--- config.mk ---
export PLATFORM = sky130hd
export DESIGN_NAME = drop_controller_flat
export DESIGN_NICKNAME = d
export VERILOG_FILES = /design/src/rtl/drop_if.sv /design/src/rtl/drop_controller.sv /design/src/flat_wrapper.sv
export SDC_FILE = /design/constraint.sdc
export NUM_CORES = 1
export LEC_CHECK = 0
export CORE_ASPECT_RATIO = 0.75
export CORE_UTILIZATION = 60
export CTS_BUF_LIST = sky130_fd_sc_hd__clkbuf_16
export CTS_CLUSTER_SIZE = 20
export DETAILED_ROUTE_END_ITERATION = 12
export PLACE_DENSITY = 0.86
export SETUP_SLACK_MARGIN = 0.1
export SKIP_CTS_REPAIR_TIMING = 1
export SLEW_MARGIN = 30
export SYNTH_ARGS = -nofsm -noshare
export SYNTH_HDL_FRONTEND = slang
export SYNTH_SLANG_ARGS = --single-unit
--- constraint.sdc ---
create_clock -name clk -period 6.3 [get_ports clk]
set_clock_uncertainty 0.05 [all_clocks]
set_input_delay 1.26 -clock clk [delete_from_list [all_inputs] [get_ports clk]]
set_output_delay 1.26 -clock clk [all_outputs]
set_load 0.02 [all_outputs]
--- src/rtl/drop_if.sv ---
// Bus between the sensor front end and drop_controller: bag height input,
// operator request, and the actuator/display outputs.
interface drop_if;
  // height_valid is a one-cycle strobe with no back-pressure (no ready):
  // height is meaningful only in a cycle where height_valid is high.
  logic [7:0] height;
  logic       height_valid;
  logic       drop_req;
  logic       drop_active;
  logic [7:0] countdown;
  logic       armed;
  logic       done;
  logic [7:0] h_ref;

  modport master (
    output height, height_valid, drop_req,
    input  drop_active, countdown, armed, done, h_ref
  );

  modport slave (
    input  height, height_valid, drop_req,
    output drop_active, countdown, armed, done, h_ref
  );
endinterface

--- src/rtl/drop_controller.sv ---
// Waits for a stable bag height, then on operator request drives the drop
// actuator for h_ref * TICK_DIV cycles with a live countdown.
module drop_controller #(
  parameter int TICK_DIV     = 4,
  parameter int HOLD_SAMPLES = 3,
  parameter int TOL          = 2
) (
  input  logic       clk,
  input  logic       rst,
  drop_if.slave      bus,
  output logic [2:0] dbg_state
);

  typedef enum logic [2:0] {
    S_IDLE    = 3'd0,
    S_MEASURE = 3'd1,
    S_ARMED   = 3'd2,
    S_DROP    = 3'd3,
    S_DONE    = 3'd4
  } state_t;

  localparam int            TW        = (TICK_DIV > 1) ? $clog2(TICK_DIV) : 1;
  localparam logic [TW-1:0] TICK_LAST = TW'(TICK_DIV - 1);
  localparam logic [3:0]    HOLD      = 4'(HOLD_SAMPLES);
  localparam logic [8:0]    TOL9      = 9'(TOL);

  state_t        state_q, state_d;
  logic [7:0]    h_ref_q, h_ref_d;
  logic [3:0]    stable_q, stable_d;
  logic [TW-1:0] tick_q, tick_d;
  logic [7:0]    countdown_q, countdown_d;
  logic          drop_active_q, drop_active_d;
  logic          done_q, done_d;
  logic          armed_q, armed_d;

  logic [8:0]    dev;
  logic          in_tol;
  logic          strobe;
  logic          zero_h;

  // Deviation kept 9 bits wide so the subtraction can never wrap.
  assign dev    = (bus.height >= h_ref_q) ? ({1'b0, bus.height} - {1'b0, h_ref_q})
                                          : ({1'b0, h_ref_q} - {1'b0, bus.height});
  assign in_tol = (dev <= TOL9);
  assign strobe = bus.height_valid;
  assign zero_h = (bus.height == 8'd0);

  always_ff @(posedge clk) begin
    if (rst) begin
      state_q       <= S_IDLE;
      h_ref_q       <= 8'd0;
      stable_q      <= 4'd0;
      tick_q        <= '0;
      countdown_q   <= 8'd0;
      drop_active_q <= 1'b0;
      done_q        <= 1'b0;
      armed_q       <= 1'b0;
    end else begin
      state_q       <= state_d;
      h_ref_q       <= h_ref_d;
      stable_q      <= stable_d;
      tick_q        <= tick_d;
      countdown_q   <= countdown_d;
      drop_active_q <= drop_active_d;
      done_q        <= done_d;
      armed_q       <= armed_d;
    end
  end

  always_comb begin
    state_d       = state_q;
    h_ref_d       = h_ref_q;
    stable_d      = stable_q;
    tick_d        = tick_q;
    countdown_d   = countdown_q;
    drop_active_d = drop_active_q;
    done_d        = 1'b0;
    case (state_q)
      S_IDLE: begin
        if (strobe && !zero_h) begin
          h_ref_d  = bus.height;
          stable_d = 4'd1;
          state_d  = (HOLD == 4'd1) ? S_ARMED : S_MEASURE;
        end
      end
      S_MEASURE: begin
        if (strobe) begin
          if (zero_h) begin
            state_d  = S_IDLE;
            h_ref_d  = 8'd0;
            stable_d = 4'd0;
          end else if (in_tol) begin
            stable_d = stable_q + 4'd1;
            if (stable_q + 4'd1 >= HOLD) state_d = S_ARMED;
          end else begin
            h_ref_d  = bus.height;
            stable_d = 4'd1;
            if (HOLD == 4'd1) state_d = S_ARMED;
          end
        end
      end
      S_ARMED: begin
        // A strobe in the same cycle as drop_req is judged first and can cancel it.
        if (strobe && zero_h) begin
          state_d  = S_IDLE;
          h_ref_d  = 8'd0;
          stable_d = 4'd0;
        end else if (strobe && !in_tol) begin
          h_ref_d  = bus.height;
          stable_d = 4'd1;
          state_d  = (HOLD == 4'd1) ? S_ARMED : S_MEASURE;
        end else if (bus.drop_req) begin
          state_d       = S_DROP;
          countdown_d   = h_ref_q;
          tick_d        = '0;
          drop_active_d = 1'b1;
        end
      end
      S_DROP: begin
        if (tick_q == TICK_LAST) begin
          tick_d = '0;
          if (countdown_q != 8'd0) countdown_d = countdown_q - 8'd1;
          if (countdown_q <= 8'd1) begin
            state_d       = S_DONE;
            drop_active_d = 1'b0;
            done_d        = 1'b1;
          end
        end else begin
          tick_d = tick_q + TW'(1);
        end
      end
      S_DONE: begin
        if (strobe && zero_h) begin
          state_d  = S_IDLE;
          h_ref_d  = 8'd0;
          stable_d = 4'd0;
        end
      end
      default: begin
        state_d       = S_IDLE;
        h_ref_d       = 8'd0;
        stable_d      = 4'd0;
        countdown_d   = 8'd0;
        drop_active_d = 1'b0;
      end
    endcase
    armed_d = (state_d == S_ARMED);
  end

  always_comb begin
    bus.drop_active = drop_active_q;
    bus.countdown   = countdown_q;
    bus.armed       = armed_q;
    bus.done        = done_q;
    bus.h_ref       = h_ref_q;
    dbg_state       = state_q;
  end

endmodule

--- src/flat_wrapper.sv ---
// flat-port wrapper written by rule: the top's interface ports become plain ports
module drop_controller_flat 
#(
  parameter int TICK_DIV     = 4,
  parameter int HOLD_SAMPLES = 3,
  parameter int TOL          = 2
)
  (clk, rst, dbg_state, bus_height, bus_height_valid, bus_drop_req, bus_drop_active, bus_countdown, bus_armed, bus_done, bus_h_ref);
  drop_if bus_i ();
  input  logic clk;
  input  logic rst;
  output logic [2:0] dbg_state;
  input wire logic [$bits(bus_i.height)-1:0] bus_height;
  input wire logic [$bits(bus_i.height_valid)-1:0] bus_height_valid;
  input wire logic [$bits(bus_i.drop_req)-1:0] bus_drop_req;
  output wire logic [$bits(bus_i.drop_active)-1:0] bus_drop_active;
  output wire logic [$bits(bus_i.countdown)-1:0] bus_countdown;
  output wire logic [$bits(bus_i.armed)-1:0] bus_armed;
  output wire logic [$bits(bus_i.done)-1:0] bus_done;
  output wire logic [$bits(bus_i.h_ref)-1:0] bus_h_ref;
  assign bus_i.height = bus_height;
  assign bus_i.height_valid = bus_height_valid;
  assign bus_i.drop_req = bus_drop_req;
  assign bus_drop_active = bus_i.drop_active;
  assign bus_countdown = bus_i.countdown;
  assign bus_armed = bus_i.armed;
  assign bus_done = bus_i.done;
  assign bus_h_ref = bus_i.h_ref;
  drop_controller #(.TICK_DIV(TICK_DIV), .HOLD_SAMPLES(HOLD_SAMPLES), .TOL(TOL)) u_core (.clk(clk), .rst(rst), .bus(bus_i), .dbg_state(dbg_state));
endmodule
==> results of run 1 <==
==> registers in the layout, indices dropped and copies added (netlist names) <==
signal / cells
u_core.bus.countdown: 8
u_core.bus.h_ref: 8
u_core.stable_q: 4
u_core.dbg_state: 3
u_core.tick_q: 2
u_core.bus.armed: 1
u_core.bus.done: 1
u_core.bus.drop_active: 1
==> area by class of cell <==
type / instances / area [sq um] / area share [%]
multi-input cells: 259 / 1750 / 60.4
flip-flops and latches: 28 / 561 / 19.4
repair buffers: 34 / 338 / 11.7
inverters: 28 / 105 / 3.63
clock buffers: 3 / 75.1 / 2.59
well taps: 52 / 65.1 / 2.25
clock inverters: 1 / 3.75 / 0.130
==> power breakdown <==
part | switching, mW | leakage, nW | internal, mW | total (mW)
clock network | 0.0582 | 0.0385 | 0.0850 | 0.143
registers | 0.0119 | 0.228 | 0.183 | 0.194
logic | 0.0905 | 0.809 | 0.0676 | 0.158
total | 0.161 | 1.08 | 0.335 | 0.496
==> metal layers <==
layer	track usage [%]	up-vias
met5	0	-
met4	4.40	0
met3	4.72	4
met2	41.6	134
met1	44.8	1168
li1	-	1227
==> cell usage in the layout, fill, tap and decap left out, types with 3 or more instances in the layout <==
master	count
o21a_1	3
or3_1	9
and2_1	3
o31a_1	3
o21bai_1	3
nor4_1	3
a21oi_1	32
o21ai_0	19
clkdlybuf4s50_1	33
nand3_1	10
a211oi_1	3
clkbuf_16	3
nand2b_1	12
dfxtp_1	28
nor3_1	12
xnor2_1	5
nand2_1	27
inv_1	27
o2111ai_1	4
nand4_1	4
ha_1	21
a31oi_1	3
a311oi_1	3
nor2b_1	6
nor2_1	29
mux2i_1	11
==> synthesized netlist by cell type (4+ instances only) <==
master     number  area share (%)
o2111ai_1       4             1.4
nor3_1         12             2.4
o21ai_0        19             3.8
xnor2_1         5             1.8
nand2b_1       12             3.0
ha_1           21              11
dfxtp_1        28              22
nand2_1        27             4.1
nand4_1         4             1.0
a21oi_1        32             6.4
mux2i_1        11             4.4
nor2b_1         6             1.5
inv_1          27             4.1
clkbuf_1       10             1.5
or3_1           9             2.3
nand3_1        10             2.0
nor2_1         29             4.4
==> through the flow <==
step	total power, mW	instance area (sq um)	cells	setup WS, ns	utilization [%]
3_3_place_gp	0.349	2820	401	1.46	73.6
4_1_cts	0.495	2900	405	1.61	75.7
3_5_place_dp	0.352	2820	401	1.35	73.6
5_1_grt	0.521	2900	405	1.40	75.7
6_report	0.496	2900	405	1.55	75.7
2_1_floorplan	0.311	2500	332	2.22	-
==> worst max-delay path, stage by stage <==
cell             delay [ns]
clkdlybuf4s50_1        0.51
ha_1                   0.18
inv_1                  0.05
fa_1                   0.40
xnor2_1                0.22
o2111ai_1              0.17
a211oi_2               0.23
o2111ai_1              0.15
a2111oi_2              0.49
o21bai_2               0.19
o31a_1                 0.48
or3_1                  0.41
a21oi_1                0.14
==> worst paths after layout <==
path	from	slack [ns]	end	depth (start not counted)
setup / recovery	bus_height[0]	1.55	u_core.bus.countdown[4]	13
hold / removal	u_core.stable_q[3]	0.44	u_core.stable_q[3]	2
setup reg to reg	u_core.bus.h_ref[5]	2.61	u_core.bus.countdown[4]	11
hold reg to reg	u_core.stable_q[3]	0.44	u_core.stable_q[3]	2
==> cells by family after synthesis <==
logic type	count (synthesis)	share of synthesized area (%)
compound gates	93	25.4
xor+xnor	6	2.10
fa+ha+maj	23	12.1
buf+inv	45	7.56
flops	28	22.4
mux	12	4.86
simple gates	125	25.5
==> results.md, run 1 <==
* H-tree levels at 1
* Std cell rows at 19
* Core ar. at 3830 sq um
* Vias/cell at 6.25
* Worst setup SP type: input port
* Worst-Skew Late Latency at 0.26 ns
* Worst Setup End Kind: register
* Global route overflow at 0
* Residual DRC count at 0
* DIE WIDTH at 76.5 um
* TNS Setup at 0 ns
* Max Clk Rate at 211 MHz
* First-pass GRT wire length at 10,300 um
* Clock slew seen by the registers of the worst setup and hold paths at 0.07 ns
* Final hold vios at 0
* Post-synthesis register bit count at 28
* Max Buffers Root-to-Sink at 2
* Post-synth cell types at 58
* Layout cells sized above 1 at 4.82%
* Final worst path period share at 75.4%
* Vias in the first global route at 2,171
* Mean post-synth cell area at 7.53 sq um
* Post-route minimum period at 4.75 ns
* Final hold slack at 0.438 ns
* Vias after detailed routing at 2,533
* Total leakage power at 1.08 nW
* Initial Utilization at 65.3%
* Area grow syn2layout at 15.9%
* Top Metal Used: met4
* Peak VDD IR at 0.000121 V
* Initial DRT Pass Iterations at 5
* Initial antenna violation count at 0
* Met1 wire length at 3070 um
* Initial drt markers at 334
* Status: finished clean
* Ys flop type: dfxtp_1
* Setup-failing EPs final at 0
* Slew margin rel. at 51.8%
* Post-Syn Instances at 332
* Net count, final at 389
* Arr. time, crit path at 4.90 ns
* Routed WL at 6240 um
* Post-Syn Area at 2500 sq um
* Crit path max fanout at 16
* Post-synth EDFFs at 0
* Final Max Tran Viols at 0
* RePlAce Congestion at 0.963
* Post-synthesis async set-or-reset flop share at 0%
* Antenna viol nets, final at 0
* CP required at 6.45 ns
* Crit Path Category: in -> reg
* RSZ-0062 raised after global routing: false
* Largest net degree at the start of global routing at 30
* Met3 wire len at 527 um
* Met2 WL at 2620 um
* Sequential fraction of the synthesis area at 22.4%
* Least-Margin Pin Slew at 0.722 ns
* Die area at 4430 sq um
* I/O Pins at 34
* Hold WC Path Type: reg -> reg
* Fillers at 299
* Port bufs at 33
* Yosys warns at 0
* DP HPWL at 4770 um
* Overall routing resource usage at 28.7%
* TritonCTS clock tree: yes
* N_diodes at 0
* Routed length per instance at 15.4 um
* # clock sinks at 28
* Max Cap Violations at 0
* Num CTS Buffers at 3
* Pwr per Cell Area at 171 nW/um^2
* Post-synth net total at 367
* Root Driver: clkbuf_16
* Vert. Die Dim at 57.9 um
No activity file was read; power rests on OpenSTA's default activity.
==> run 2: changes to the inputs <==
CORE_UTILIZATION = 50   (was 60)
PLACE_DENSITY = 0.77   (was 0.86)
clock period = 4.05 ns   (was 6.3 ns; I/O delays follow)
==> run 2 against run 1 <==
Combinational power is 89% higher. First-iteration DRC count is 16% lower. Utilization is 5.6 points lower. Hold slack worse by 0.011 ns. Flip-flop and latch count stayed put. Critical path depth is 1 lower. Via count is 6.5% higher. Global-route usage is 1.7 points lower. Clock power is 110% higher.
==> results.md, run 2 (synthesis gave the netlist of run 1 again) <==
* Layout cells sized above 1 at 14.9%
* Std cell rows at 21
* DIE WIDTH at 83.6 um
* Area grow syn2layout at 29.6%
* Worst Setup End Kind: register
* Largest net degree at the start of global routing at 30
* N_diodes at 0
* Reg-to-reg slack, setup at 0.53 ns
* Overall routing resource usage at 27.0%
* Antenna viol nets, final at 0
* Clock slew seen by the registers of the worst setup and hold paths at 0.07 ns
* DP HPWL at 5180 um
* Status: finished clean
* Initial drt markers at 280
* Worst hold endpoint: u_core.stable_q[3]
* Slew margin rel. at 49.2%
* Post-route minimum period at 3.87 ns
* Reg2reg end: u_core.bus.countdown[2]
* Routed length per instance at 16.3 um
* Least-Margin Pin Slew at 0.760 ns
* Global route overflow at 0
* Hold path depth at 2
* CP required at 4.20 ns
* Critical-path top delay cell: clkdlybuf4s50_1
* # clock sinks at 28
* Most common cell after layout, fill and taps aside: a21oi_1
* Peak VDD IR at 0.000159 V
* H-tree levels at 1
* Max Clk Rate at 259 MHz
* Initial antenna violation count at 0
* Num CTS Buffers at 3
* Final worst path period share at 95.5%
* Final hold vios at 0
* RePlAce Congestion at 1.02
* Reg2Reg Depth at 12
* Max Cap Violations at 0
* Core ar. at 4620 sq um
* Hold Startpoint: u_core.stable_q[3]
* Worst setup SP type: input port
* Net count, final at 418
* Vert. Die Dim at 63.2 um
* Total leakage power at 1.29 nW
* Die area at 5290 sq um
* Hold WC Path Type: reg -> reg
* Setup-failing EPs final at 0
* Max Buffers Root-to-Sink at 2
* Final hold slack at 0.427 ns
* Pwr Total at 896 uW
* Pwr per Cell Area at 276 nW/um^2
* Crit Path Category: in -> reg
* Most frequent cells in the layout: a21oi_1 (31), clkdlybuf4s50_1 (30), nor2_1 (29)
* Vias in the first global route at 2,399
* Root Driver: clkbuf_16
* Residual DRC count at 0
* Final Max Tran Viols at 0
* Crit-path max cell delay at 0.52 ns
* Worst-Skew Late Latency at 0.27 ns
* Port bufs at 33
* Initial Utilization at 54.0%
* RSZ-0062 raised after global routing: false
* I/O Pins at 34
* Initial DRT Pass Iterations at 5
* Arr. time, crit path at 4.02 ns
* First-pass GRT wire length at 11,700 um
* TritonCTS clock tree: yes
* Vias/cell at 6.14
* Routed WL at 7150 um
* Crit path max fanout at 7
* R2r startpoint: u_core.bus.h_ref[1]
* CP Cell Sequence: clkdlybuf4s50_1 -> ha_2 -> buf_4 -> o21a_1 -> o31a_1 -> a311oi_2 -> xnor2_1 -> a2111oi_2 -> o21bai_2 -> o31a_4 -> or3_1 -> a21oi_1
* Vias after detailed routing at 2,697
[run 2: layout make-up]
class                      instances  area, sq um
clock buffer                       3         75.1
clock inverter                     1         30.0
fill                             360         1390
inverter                          28          105
multi-input combinational        260         1830
sequential                        28          561
tap                               57         71.3
timing repair buffer              62          572
[run 2: power breakdown]
| part | internal (mW) | switching (mW) |
|---|---|---|
| registers | 0.284 | 0.0197 |
| logic | 0.139 | 0.158 |
| clock network | 0.197 | 0.0974 |
| total | 0.620 | 0.275 |
[run 2: worst max path at each step]
stage,start,end,slack (ns),cells past startpoint
finish,bus_height[2],u_core.bus.countdown[2],0.18,12
global route,bus_height[3],u_core.bus.armed,0.10,14
CTS,bus_height[0],u_core.bus.countdown[1],-0.08,13
detailed placement,bus_height[0],u_core.bus.countdown[1],-0.32,13
global placement,bus_height[0],u_core.bus.countdown[1],-0.21,13
floorplan,bus_height[0],u_core.bus.countdown[1],0.42,12
[run 2: worst max-delay path, delay by kind of cell]
kind / cells / cell delay [ns]
buf+inv: 2 / 0.69
compound gates: 7 / 1.69
fa+ha+maj: 1 / 0.36
simple gates: 1 / 0.35
xor+xnor: 1 / 0.13
[run 2: layer usage]
| layer | vias to the layer above | track usage, % | share of wire [%] |
|---|---|---|---|
| met5 | - | 0 | 0 |
| met4 | 0 | 7.63 | 2.0 |
| met2 | 156 | 40.2 | 42 |
| met3 | 18 | 4.46 | 9.4 |
| met1 | 1225 | 39.8 | 46 |
| li1 | 1298 | - | - |
[run 2: per-stage QoR]
stage               util, %  cells  instance area, sq um  setup slack, ns  TNS [ns]
floorplan                 -    332                  2500            0.424         0
global placement       65.9    434                  3050           -0.209     -1.64
detailed placement     65.9    434                  3050           -0.319     -2.90
CTS                    68.2    438                  3150          -0.0756    -0.287
global route           70.0    439                  3240            0.100         0
finish                 70.0    439                  3240            0.184         0
==> run 3: changes to the inputs <==
CORE_MARGIN = 4   (was unset)
==> run 3 against run 2 <==
Final area is 1.9% higher. Via count rose by 1.7%. Non-clock buffer count is 2 higher. Setup slack got worse by 0.024 ns. First-iteration DRC count increased by 53%. Utilization up 0.92 points. Clock power is 2% higher. Highest routed layer unchanged.
==> results.md, run 3 (synthesis gave the netlist of run 1 again) <==
* Status: finished clean
* Max Cap Violations at 0
* Overall routing resource usage at 24.7%
* Routed WL at 7810 um
* DP HPWL at 5710 um
* Crit Path Category: in -> reg
* Hold WC Path Type: reg -> reg
* Most frequent CP cell: buf_4
* Initial DRT Pass Iterations at 5
* Port bufs at 33
* Max Clk Rate at 257 MHz
* Die area at 6200 sq um
* Pwr per Cell Area at 282 nW/um^2
* Core ar. at 4650 sq um
* TNS Setup at 0 ns
* Final worst path period share at 96.1%
* Max Buffers Root-to-Sink at 2
* Worst Setup End Kind: register
* Routed length per instance at 17.8 um
* Post-route minimum period at 3.89 ns
* RSZ-0062 raised after global routing: false
* Most frequent cells in the layout: a21oi_1 (31), clkdlybuf4s50_1 (30), buf_4 (30)
* Worst setup SP type: input port
* Largest net degree at the start of global routing at 30
* Critical-path top delay cell: clkdlybuf4s50_1
* Root Driver: clkbuf_16
* CP Cell Sequence: clkdlybuf4s50_1 -> buf_4 -> inv_1 -> ha_2 -> o21a_1 -> o31a_1 -> a311oi_2 -> xnor2_2 -> a2111oi_4 -> o21bai_2 -> o31a_4 -> buf_4 -> or3_1 -> a21oi_1
* First-pass GRT wire length at 12,400 um
* Placed Instances at 434
* Fillers at 389
* DIE WIDTH at 89.6 um
* Peak VDD IR at 0.000165 V
* # clock sinks at 28
* Std cell rows at 21
* Worst Setup SP: bus_height[2]
* Vias/cell at 6.23
* Total leakage power at 1.29 nW
* Final Max Tran Viols at 0
* Clock slew seen by the registers of the worst setup and hold paths at 0.07 ns
* H-tree levels at 1
* Hold Startpoint: u_core.stable_q[3]
* R2r startpoint: u_core.bus.h_ref[1]
* Antenna viol nets, final at 0
* Crit-path max cell delay at 0.53 ns
* Area grow syn2layout at 32.1%
* Net count, final at 419
* Num CTS Buffers at 3
* Most common cell after layout, fill and taps aside: a21oi_1
* Vert. Die Dim at 69.2 um
* TritonCTS clock tree: yes
* Slew margin rel. at 49.8%
* Initial drt markers at 429
* Final Util at 71.0%
* Worst-Skew Late Latency at 0.26 ns
* Layout cells sized above 1 at 17.0%
* Vias after detailed routing at 2,742
* Pre-CTS setup slack at -0.379 ns
* RePlAce Congestion at 1.03
* Residual DRC count at 0
* I/O Pins at 34
* Pwr Total at 929 uW
* CP required at 4.20 ns
* Final setup margin at 0.160 ns
* Initial antenna violation count at 0
* Arr. time, crit path at 4.04 ns
* Initial Utilization at 53.7%
* Setup-failing EPs final at 0
* Global route overflow at 0
* Final Instance Count excl. Fillers at 440
* N_diodes at 0
* Final hold vios at 0
* Vias in the first global route at 2,474
* Least-Margin Pin Slew at 0.752 ns
* Crit path max fanout at 7
run 3: layout make-up:
| class | instances | area, sq um | share of cell area (%) |
|---|---|---|---|
| inverters | 28 | 105 | 3.18 |
| repair buffers | 64 | 583 | 17.7 |
| flip-flops and latches | 28 | 561 | 17.0 |
| multi-input cells | 259 | 1880 | 56.8 |
| clock inverters | 1 | 30.0 | 0.910 |
| clock buffers | 3 | 75.1 | 2.27 |
| well taps | 57 | 71.3 | 2.16 |
run 3: per-stage QoR:
step                instance area, sq um  hold WS (ns)
floorplan                           2500         0.396
global placement                    3050         0.415
detailed placement                  3050         0.428
CTS                                 3150         0.444
global route                        3300         0.459
finish                              3300         0.440
run 3: worst paths after layout:
check | to | slack [ns] | cells past startpoint
worst max-delay path | u_core.bus.countdown[1] | 0.16 | 14
worst min-delay path | u_core.stable_q[3] | 0.44 | 2
worst min register to register | u_core.stable_q[3] | 0.44 | 2
worst max register to register | u_core.bus.countdown[1] | 0.30 | 13
run 3: worst max-delay path, delay by kind of cell:
| family | cells | cell delay, ns |
|---|---|---|
| AOI/OAI and AO/OA | 7 | 1.63 |
| buffers and inverters | 4 | 0.87 |
| and+or+nand+nor | 1 | 0.34 |
| adders and majority gates | 1 | 0.20 |
| xor gates and xnor gates | 1 | 0.15 |
run 3: where the power goes:
group | internal (mW) | leakage, nW | switching, mW
combinational | 0.152 | 1.02 | 0.175
clock | 0.197 | 0.0511 | 0.102
sequential | 0.284 | 0.228 | 0.0204
run 3: layer usage:
layer | part of all wire (%) | global-route usage, %
met4 | 1.4 | 4.13
met2 | 44 | 34.8
met5 | 0 | 0
met1 | 44 | 39.0
met3 | 10 | 4.51
